`src/rtl/multicycle_ctrl_pkg.sv`:
```
// Shared constants for the multi-cycle MIPS main control FSM:
// opcodes, functs, ALU control codes, mux selects and the fixed state encoding.
package multicycle_ctrl_pkg;

  typedef enum logic [3:0] {
    S_FETCH  = 4'd0,
    S_DECODE = 4'd1,
    S_MEMADR = 4'd2,
    S_MEMRD  = 4'd3,
    S_MEMWB  = 4'd4,
    S_MEMWR  = 4'd5,
    S_RTEX   = 4'd6,
    S_RTWB   = 4'd7,
    S_BEQEX  = 4'd8,
    S_IMMEX  = 4'd9,
    S_IMMWB  = 4'd10,
    S_JEX    = 4'd11,
    S_HALT   = 4'd15
  } state_e;

  // Which ALU-control rule the current state uses
  typedef enum logic [1:0] {
    CLS_NONE  = 2'd0,
    CLS_RTYPE = 2'd1,
    CLS_BEQ   = 2'd2,
    CLS_IMM   = 2'd3
  } cls_e;

  localparam logic [5:0] OP_RTYPE = 6'b000000;
  localparam logic [5:0] OP_J     = 6'b000010;
  localparam logic [5:0] OP_BEQ   = 6'b000100;
  localparam logic [5:0] OP_ADDI  = 6'b001000;
  localparam logic [5:0] OP_ANDI  = 6'b001100;
  localparam logic [5:0] OP_ORI   = 6'b001101;
  localparam logic [5:0] OP_LW    = 6'b100011;
  localparam logic [5:0] OP_SW    = 6'b101011;

  localparam logic [5:0] FN_ADD = 6'b100000;
  localparam logic [5:0] FN_SUB = 6'b100010;
  localparam logic [5:0] FN_AND = 6'b100100;
  localparam logic [5:0] FN_OR  = 6'b100101;
  localparam logic [5:0] FN_SLT = 6'b101010;

  localparam logic [2:0] ALU_AND = 3'b000;
  localparam logic [2:0] ALU_OR  = 3'b001;
  localparam logic [2:0] ALU_ADD = 3'b010;
  localparam logic [2:0] ALU_SUB = 3'b110;
  localparam logic [2:0] ALU_SLT = 3'b111;

  localparam logic [1:0] PCSRC_ALU    = 2'b00;
  localparam logic [1:0] PCSRC_ALUOUT = 2'b01;
  localparam logic [1:0] PCSRC_JUMP   = 2'b10;

  localparam logic [1:0] SRCB_RT    = 2'b00;
  localparam logic [1:0] SRCB_FOUR  = 2'b01;
  localparam logic [1:0] SRCB_IMM   = 2'b10;
  localparam logic [1:0] SRCB_IMMSH = 2'b11;

endpackage

```
`src/rtl/multicycle_ctrl_alu_decoder.sv`:
```
// Combinational ALU-control and extender-select decode from Op/Funct,
// steered by the class of the current FSM state.
module alu_decoder
  import multicycle_ctrl_pkg::*;
(
  input  logic [5:0] op_i,
  input  logic [5:0] funct_i,
  input  cls_e       cls_i,
  output logic [2:0] alu_ctl_o,
  output logic       ext_op_o,
  output logic       funct_valid_o
);

  always_comb begin
    funct_valid_o = 1'b0;
    case (funct_i)
      FN_ADD, FN_SUB, FN_AND, FN_OR, FN_SLT: funct_valid_o = 1'b1;
      default: funct_valid_o = 1'b0;
    endcase
  end

  // andi/ori are logical ops on a zero-extended immediate; everything else sign-extends
  always_comb begin
    alu_ctl_o = ALU_ADD;
    ext_op_o  = 1'b1;
    case (cls_i)
      CLS_RTYPE: begin
        case (funct_i)
          FN_SUB:  alu_ctl_o = ALU_SUB;
          FN_AND:  alu_ctl_o = ALU_AND;
          FN_OR:   alu_ctl_o = ALU_OR;
          FN_SLT:  alu_ctl_o = ALU_SLT;
          default: alu_ctl_o = ALU_ADD;
        endcase
      end
      CLS_BEQ: alu_ctl_o = ALU_SUB;
      CLS_IMM: begin
        case (op_i)
          OP_ANDI: begin
            alu_ctl_o = ALU_AND;
            ext_op_o  = 1'b0;
          end
          OP_ORI: begin
            alu_ctl_o = ALU_OR;
            ext_op_o  = 1'b0;
          end
          default: begin
            alu_ctl_o = ALU_ADD;
            ext_op_o  = 1'b1;
          end
        endcase
      end
      default: begin
        alu_ctl_o = ALU_ADD;
        ext_op_o  = 1'b1;
      end
    endcase
  end

endmodule

```
`src/rtl/multicycle_ctrl.sv`:
```
// Moore main control FSM for the multi-cycle MIPS datapath, with a
// request/ready handshake on the shared memory port.
module multicycle_ctrl
  import multicycle_ctrl_pkg::*;
#(
  parameter int STATE_W = 4
) (
  input  logic               Clk,
  input  logic               Rst_n,
  input  logic [5:0]         Op,
  input  logic [5:0]         Funct,
  input  logic               Zero,
  input  logic               MemReady,
  output logic               MemReq,
  output logic               MemWrite,
  output logic               IorD,
  output logic               IRWrite,
  output logic               PCWrite,
  output logic [1:0]         PCSrc,
  output logic               RegDst,
  output logic               MemtoReg,
  output logic               RegWrite,
  output logic               ALUSrcA,
  output logic [1:0]         ALUSrcB,
  output logic [2:0]         ALUCtl,
  output logic               ExtOp,
  output logic               IllegalOp,
  output logic [STATE_W-1:0] State
);

  state_e     state_q, state_d;
  logic       illegal_q;
  cls_e       cls;
  logic [2:0] aluCtl;
  logic       extOp, functValid;
  logic       memReq, memWrite, iorD, irWrite, pcWrite;
  logic       regDst, memtoReg, regWrite, aluSrcA;
  logic [1:0] pcSrc, aluSrcB;

  always_ff @(posedge Clk or negedge Rst_n) begin
    if (!Rst_n) begin
      state_q   <= S_FETCH;
      illegal_q <= 1'b0;
    end else begin
      state_q <= state_d;
      if (state_d == S_HALT) illegal_q <= 1'b1;
    end
  end

  // IMMWB keeps the IMMEX class so ExtOp/ALUCtl stay stable into writeback
  always_comb begin
    cls = CLS_NONE;
    case (state_q)
      S_RTEX:           cls = CLS_RTYPE;
      S_BEQEX:          cls = CLS_BEQ;
      S_IMMEX, S_IMMWB: cls = CLS_IMM;
      default:          cls = CLS_NONE;
    endcase
  end

  alu_decoder u_alu_decoder (
    .op_i          (Op),
    .funct_i       (Funct),
    .cls_i         (cls),
    .alu_ctl_o     (aluCtl),
    .ext_op_o      (extOp),
    .funct_valid_o (functValid)
  );

  always_comb begin
    state_d  = state_q;
    memReq   = 1'b0;
    memWrite = 1'b0;
    iorD     = 1'b0;
    irWrite  = 1'b0;
    pcWrite  = 1'b0;
    pcSrc    = PCSRC_ALU;
    regDst   = 1'b0;
    memtoReg = 1'b0;
    regWrite = 1'b0;
    aluSrcA  = 1'b0;
    aluSrcB  = SRCB_RT;
    case (state_q)
      S_FETCH: begin
        memReq  = 1'b1;
        aluSrcB = SRCB_FOUR;
        irWrite = MemReady;
        pcWrite = MemReady;
        if (MemReady) state_d = S_DECODE;
      end
      S_DECODE: begin
        aluSrcB = SRCB_IMMSH;
        case (Op)
          OP_LW, OP_SW:             state_d = S_MEMADR;
          OP_RTYPE:                 state_d = functValid ? S_RTEX : S_HALT;
          OP_BEQ:                   state_d = S_BEQEX;
          OP_ADDI, OP_ANDI, OP_ORI: state_d = S_IMMEX;
          OP_J:                     state_d = S_JEX;
          default:                  state_d = S_HALT;
        endcase
      end
      S_MEMADR: begin
        aluSrcA = 1'b1;
        aluSrcB = SRCB_IMM;
        state_d = (Op == OP_LW) ? S_MEMRD : S_MEMWR;
      end
      S_MEMRD: begin
        memReq = 1'b1;
        iorD   = 1'b1;
        if (MemReady) state_d = S_MEMWB;
      end
      S_MEMWB: begin
        regWrite = 1'b1;
        memtoReg = 1'b1;
        state_d  = S_FETCH;
      end
      S_MEMWR: begin
        memReq   = 1'b1;
        memWrite = 1'b1;
        iorD     = 1'b1;
        if (MemReady) state_d = S_FETCH;
      end
      S_RTEX: begin
        aluSrcA = 1'b1;
        state_d = S_RTWB;
      end
      S_RTWB: begin
        regWrite = 1'b1;
        regDst   = 1'b1;
        state_d  = S_FETCH;
      end
      S_BEQEX: begin
        aluSrcA = 1'b1;
        pcSrc   = PCSRC_ALUOUT;
        pcWrite = Zero;
        state_d = S_FETCH;
      end
      S_IMMEX: begin
        aluSrcA = 1'b1;
        aluSrcB = SRCB_IMM;
        state_d = S_IMMWB;
      end
      S_IMMWB: begin
        regWrite = 1'b1;
        state_d  = S_FETCH;
      end
      S_JEX: begin
        pcSrc   = PCSRC_JUMP;
        pcWrite = 1'b1;
        state_d = S_FETCH;
      end
      S_HALT:  state_d = S_HALT;
      default: state_d = S_HALT;
    endcase
  end

  // Every output is forced low while reset is held, not just the registered ones
  assign MemReq    = Rst_n & memReq;
  assign MemWrite  = Rst_n & memWrite;
  assign IorD      = Rst_n & iorD;
  assign IRWrite   = Rst_n & irWrite;
  assign PCWrite   = Rst_n & pcWrite;
  assign PCSrc     = Rst_n ? pcSrc : 2'b00;
  assign RegDst    = Rst_n & regDst;
  assign MemtoReg  = Rst_n & memtoReg;
  assign RegWrite  = Rst_n & regWrite;
  assign ALUSrcA   = Rst_n & aluSrcA;
  assign ALUSrcB   = Rst_n ? aluSrcB : 2'b00;
  assign ALUCtl    = Rst_n ? aluCtl : 3'b000;
  assign ExtOp     = Rst_n & extOp;
  assign IllegalOp = Rst_n & illegal_q;
  assign State     = STATE_W'(state_q);

endmodule

```
`config.mk`:
```
export PLATFORM = sky130hd
export DESIGN_NAME = multicycle_ctrl
export DESIGN_NICKNAME = d
export VERILOG_FILES = /design/src/rtl/multicycle_ctrl_pkg.sv /design/src/rtl/multicycle_ctrl_alu_decoder.sv /design/src/rtl/multicycle_ctrl.sv
export SDC_FILE = /design/constraint.sdc
export NUM_CORES = 1
export LEC_CHECK = 0
export BUFFER_PORTS_ARGS = -buffer_cell sky130_fd_sc_hd__buf_2
export CAP_MARGIN = 20
export CORE_MARGIN = 2
export CORE_UTILIZATION = 45
export DETAILED_ROUTE_END_ITERATION = 16
export PLACE_DENSITY = 0.9
export SLEW_MARGIN = 20
export SYNTH_ARGS = -nofsm -noshare
export SYNTH_HDL_FRONTEND = slang
export SYNTH_SLANG_ARGS = --single-unit
```
`constraint.sdc`:
```
create_clock -name Clk -period 1.9 [get_ports Clk]
set_input_delay 0.38 -clock Clk [delete_from_list [all_inputs] [get_ports Clk]]
set_output_delay 0.38 -clock Clk [all_outputs]
set_load 0.02 [all_outputs]
```
==> results of run 1 <==
[repair_timing]
action	CTS	global route
pin swaps	4	2
endpoints found under the setup margin	8	12
gates resized for setup	10	24
cloned	0	1
endpoints found under the hold margin	0	0
buffers inserted	2	4
[flip-flops by register name, indices dropped and copies added (netlist names)]
| name | count |
|---|---|
| State | 4 |
| illegal_q | 1 |
[layer usage]
metal  up-vias  track usage [%]  wire [µm]
met4         0             14.9         99
li1        509                -          -
met5         -                0          0
met1       507             31.0       1070
met2        59             48.2       1450
met3        14             6.75        180
[path summary, 6_finish.rpt]
kind                            startpoint   endpoint  slack [ns]  cells after the start
worst max-delay path              State[2]   RegWrite       -0.13                      5
worst min-delay path                 Rst_n   State[0]        0.05                      2
worst max register to register    State[1]  illegal_q        0.22                      5
worst min register to register   illegal_q  illegal_q        0.60                      2
max in group asynchronous            Rst_n   State[2]        1.71                      2
min in group Clk                  MemReady   State[0]        0.57                      3
[final cells by class]
type | count | area, µm²
Fill cell | 114 | 438
Multi-Input combinational cell | 92 | 691
Clock buffer | 4 | 26.3
Inverter | 6 | 22.5
Sequential cell | 5 | 128
Tap cell | 17 | 21.3
Timing Repair Buffer | 53 | 363
[per-stage QoR]
step | worst slack (ns) | hold WS (ns) | TNS [ns]
2_1_floorplan | -0.0688 | 0.0844 | -0.0688
3_3_place_gp | -0.109 | 0.307 | -0.269
3_5_place_dp | -0.128 | 0.307 | -0.332
4_1_cts | -0.108 | 0.0485 | -0.497
5_1_grt | -0.230 | 0.0406 | -1.45
6_report | -0.129 | 0.0459 | -0.740
[power breakdown]
part / internal (mW) / switching [mW] / total [mW]
Combinational: 0.659 / 0.834 / 1.49
Clock: 0.0796 / 0.0475 / 0.127
Sequential: 0.159 / 0.0461 / 0.205
Total: 0.897 / 0.927 / 1.82
[kinds of logic (layout without fill, tap and decap cells)]
kind of cell	count (synthesis)	count (layout)	share of synthesized area [%]
compound gates	26	26	27.4
xor+xnor	1	1	1.12
buf+inv	10	63	5.10
flops	5	5	15.9
mux	2	2	2.87
simple gates	63	63	47.5
[worst max-delay path: stages, from the launching register on]
cell	delay [ns]
dfrtp_2	0.43
or2b_4	0.29
mux2_4	0.27
o22a_1	0.17
nor2_2	0.12
buf_6	0.12
[layout by cell type (no fill, tap or decap), drive strengths merged, types with 2 or more instances in the layout]
cell type	Yosys	layout
nand2b	2	2
a22oi	2	2
a221oi	2	2
buf	2	53
nor2	17	17
dfrtp	5	5
or3	3	3
o221ai	2	2
o21ai	3	3
mux2	2	2
o21bai	2	2
or2	2	2
nor3	9	9
inv	5	5
clkbuf	2	4
o211ai	2	2
nor2b	3	3
or2b	3	3
nor3b	3	3
a21oi	4	4
nand2	9	9
nand3	3	3
==> impl_metrics.json, run 1 <==
{
  "status": "finished, violations left",
  "violations": "negative setup slack",
  "maxSlewHeadroom_pct": 72.0,
  "synthFlopType": "dfrtp_1",
  "synth_most_common_cell": "nor2_1",
  "via_count": 1089,
  "port_buffers": 37,
  "wl_per_cell_um": 15.8,
  "critPathKind": "flip-flop to output port",
  "synth_top_area_share_pct": 15.9,
  "grt_max_degree": 17,
  "rsz0062_at_grt": "true",
  "skew_ns": 0.00311,
  "worstPathMaxFanout": 5,
  "final_layout_size_suffix_gt1_share_pct": 53.1,
  "gp_congestion": 0.879,
  "nets": 177,
  "yosysSeqAreaShare_pct": 15.9,
  "holdBufCountCts": 0,
  "pin_count": 38,
  "leakagePower_nw": 0.552,
  "clock_sinks": 5,
  "drcViolationCount": 0,
  "start_util_pct": 46.4,
  "instances_no_fill": 177,
  "required_ns": 1.52,
  "antenna_found_initial": 0,
  "setup_slack_ns": -0.129,
  "synth_cells": 107,
  "routed_wl_um": 2800,
  "cts_tree": "done",
  "grt_overflow_total": 0,
  "htreeDepth": 1,
  "dieWidth_um": 45.8,
  "dpl.hpwl_um": 1990,
  "grt_first_pass_wirelength_um": 4150,
  "place_area_mm2": 0.00106,
  "worst_skew_pair.late_latency_ns": 0.25,
  "synth_area_per_cell_um2": 7.33,
  "antenna_left": 0,
  "finish.utilization_pct": 74.1,
  "cts_buffer_depth": 2,
  "p_per_area_mw_per_mm2": 1460,
  "hold_viol": 0,
  "setup_viol": 9,
  "synth_edf_count": 0,
  "core_area_mm2": 0.00169,
  "grt_pass1_vias": 979,
  "yosysWarnings": 0,
  "async_reset_ff_share_pct": 100,
  "crit_arrival_ns": 1.65,
  "ys_ff_latch": 5,
  "die_y_um": 45.8,
  "dp.cells": 166,
  "finalCritPeriodShare_pct": 107,
  "synth_common_cells": "nor2_1 (17), nand2_1 (9), nor3_1 (9)",
  "clkTransAtPathRegs_ns": 0.04,
  "netlist_area_um2": 785,
  "fmaxAchievable_mhz": 493,
  "worst_setup_path_start_kind": "flip-flop",
  "yosysTopAreaCell": "dfrtp_1",
  "endpoint_kind": "output port",
  "synth_fp_nets": 123,
  "cts_buffers": 3,
  "period_needed_ns": 2.03,
  "grt_usage_pct": 27.8,
  "synthDistinctLibCells": 47,
  "fin_area_mm2": 0.00125,
  "via_per_inst": 6.15,
  "diodes": 0,
  "maxSlewViolCount": 0,
  "first_iter_violations": 48,
  "root_buffer": "clkbuf_4",
  "dieArea_mm2": 0.00209,
  "drtPass1Iterations": 4,
  "fp-row-count": 15,
  "syn_to_final_growth_pct": 59.5,
  "cap_violations": 0,
  "yosys-top-cells-area": "dfrtp_1 (16%), nor2_1 (8.1%), nor3_1 (5.7%)",
  "design_power_total_mw": 1.82,
  "min_path_type": "input port to asynchronous set/reset pin",
  "ir_worst_vdd_uv": 1120,
  "worst_pin_slew_ns": 0.415
}
Power figures use the tool's default switching activity.
==> run 2: changes to the inputs <==
==> constraint.sdc (replaced) <==
create_clock -name Clk -period 1.9 [get_ports Clk]
set_input_delay 0.095 -clock Clk [delete_from_list [all_inputs] [get_ports Clk]]
set_output_delay 0.095 -clock Clk [all_outputs]
set_load 0.02 [all_outputs]
==> impl_metrics.json, run 2 (synthesis results as in run 1) <==
{
  "worst_skew_pair.late_latency_ns": 0.25,
  "final.fill_count": 141,
  "finalCritPeriodShare_pct": 99.4,
  "endpoint_kind": "output port",
  "grt_overflow_total": 0,
  "start_util_pct": 46.4,
  "leakagePower_nw": 0.500,
  "antenna_found_initial": 0,
  "htreeDepth": 1,
  "required_ns": 1.80,
  "path_cells": "or2b_4 > a2111oi_4 > buf_4 > a311oi_1 > buf_2",
  "wl_per_cell_um": 15.6,
  "cts_buffers": 3,
  "most-common-layout-cells": "buf_2 (35), nor2_1 (17), buf_4 (10), nand2_1 (9), nor3_1 (9)",
  "maxSlewViolCount": 0,
  "critPathKind": "flip-flop to output port",
  "drcViolationCount": 0,
  "cp.buffers_inverters": 2,
  "routed_wl_um": 2670,
  "skew_ns": 0.00230,
  "multiInputGateArea_um2": 624,
  "fmaxAchievable_mhz": 529,
  "worst_path_max_delay_cell": "dfrtp_1",
  "ir_worst_vdd_uv": 913,
  "diodes": 0,
  "setup_slack_ns": 0.0107,
  "first_iter_violations": 47,
  "grt_usage_pct": 26.0,
  "port_buffers": 37,
  "drtPass1Iterations": 5,
  "fp-row-count": 15,
  "cpLargestDelayFamily": "compound AO/OA/AOI/OAI gates",
  "design_power_total_mw": 1.55,
  "cts_buffer_depth": 2,
  "cap_violations": 0,
  "pre_cts_ws_ns": 0.235,
  "grt_max_degree": 12,
  "min_path_type": "input port to flip-flop",
  "hold_viol": 0,
  "worst_pin_slew_ns": 0.378,
  "finish.utilization_pct": 64.7,
  "core_area_mm2": 0.00169,
  "worst_setup_path_start_kind": "flip-flop",
  "cts_tree": "done",
  "nets": 171,
  "final_layout_size_suffix_gt1_share_pct": 44.2,
  "worstPathMaxFanout": 4,
  "p_per_area_mw_per_mm2": 1420,
  "dieWidth_um": 45.8,
  "dpl.hpwl_um": 1960,
  "pin_count": 38,
  "seqCellArea_um2": 129,
  "grt_pass1_vias": 910,
  "final_common_cell": "buf_2",
  "rsz0062_at_grt": "true",
  "period_needed_ns": 1.89,
  "status": "finished, final reports clean",
  "clkTransAtPathRegs_ns": 0.05,
  "setup_viol": 0,
  "die_y_um": 45.8,
  "grt_first_pass_wirelength_um": 3880,
  "via_per_inst": 6.28,
  "dieArea_mm2": 0.00209,
  "crit_path_max_incr_delay_ns": 0.41,
  "via_count": 1074,
  "syn_to_final_growth_pct": 39.2,
  "root_buffer": "clkbuf_4",
  "largest_register_ffs": 4,
  "gp_congestion": 0.955,
  "crit_arrival_ns": 1.79,
  "maxSlewHeadroom_pct": 74.7,
  "clock_sinks": 5,
  "antenna_left": 0
}
[run 2: worst paths after layout]
check | slack, ns | startpoint | depth (start not counted) | to
min in group asynchronous | 0.23 | Rst_n | 2 | State[0]
setup reg to reg | 0.20 | State[1] | 6 | illegal_q
setup / recovery | 0.01 | State[1] | 5 | ALUCtl[1]
hold reg to reg | 0.58 | illegal_q | 2 | illegal_q
hold / removal | 0.22 | MemReady | 3 | State[0]
max in group asynchronous | 1.52 | Rst_n | 2 | State[2]
[run 2: tightest hold or removal path: stages]
cell      delay, ns
buf_2          0.11
or4bb_1        0.13
o211ai_1       0.08
[run 2: area by class of cell]
cell class / count / area share (%)
repair buffers: 47 / 24.5
clock inverters: 1 / 0.458
inverters: 6 / 2.06
well taps: 17 / 1.95
flip-flops and latches: 5 / 11.8
multi-input cells: 92 / 57.2
clock buffers: 3 / 2.06
[run 2: power by group]
group	leakage (nW)	switching [mW]	total [mW]	internal, mW
Combinational	0.428	0.687	1.18	0.492
Clock	0.0177	0.0517	0.128	0.0766
Sequential	0.0536	0.0826	0.243	0.160
[run 2: layer usage]
layer  wire length (µm)  up-vias  GRT usage, %
met1                966      492          31.4
met4                100        0          18.3
li1                   -      497             -
met3                288       14          3.57
met2               1320       71          42.0
met5                  0        -             0
[run 2: timing repair]
item | in CTS | in global routing
gates resized for setup | 0 | 6
endpoints found under the hold margin | 5 | 0
hold buffers | 1 | 0
endpoints found under the setup margin | 0 | 4
setup buffers | 0 | 3
[run 2: through the flow]
| stage | hold slack [ns] | cell area, µm² | setup TNS [ns] | cells |
|---|---|---|---|---|
| 2_1_floorplan | -0.201 | 785 | 0 | 107 |
| 3_3_place_gp | -0.0565 | 1020 | 0 | 163 |
| 3_5_place_dp | -0.0560 | 1020 | 0 | 163 |
| 4_1_cts | 0.211 | 1060 | 0 | 168 |
| 5_1_grt | 0.237 | 1090 | -0.196 | 171 |
| 6_report | 0.223 | 1090 | 0 | 171 |
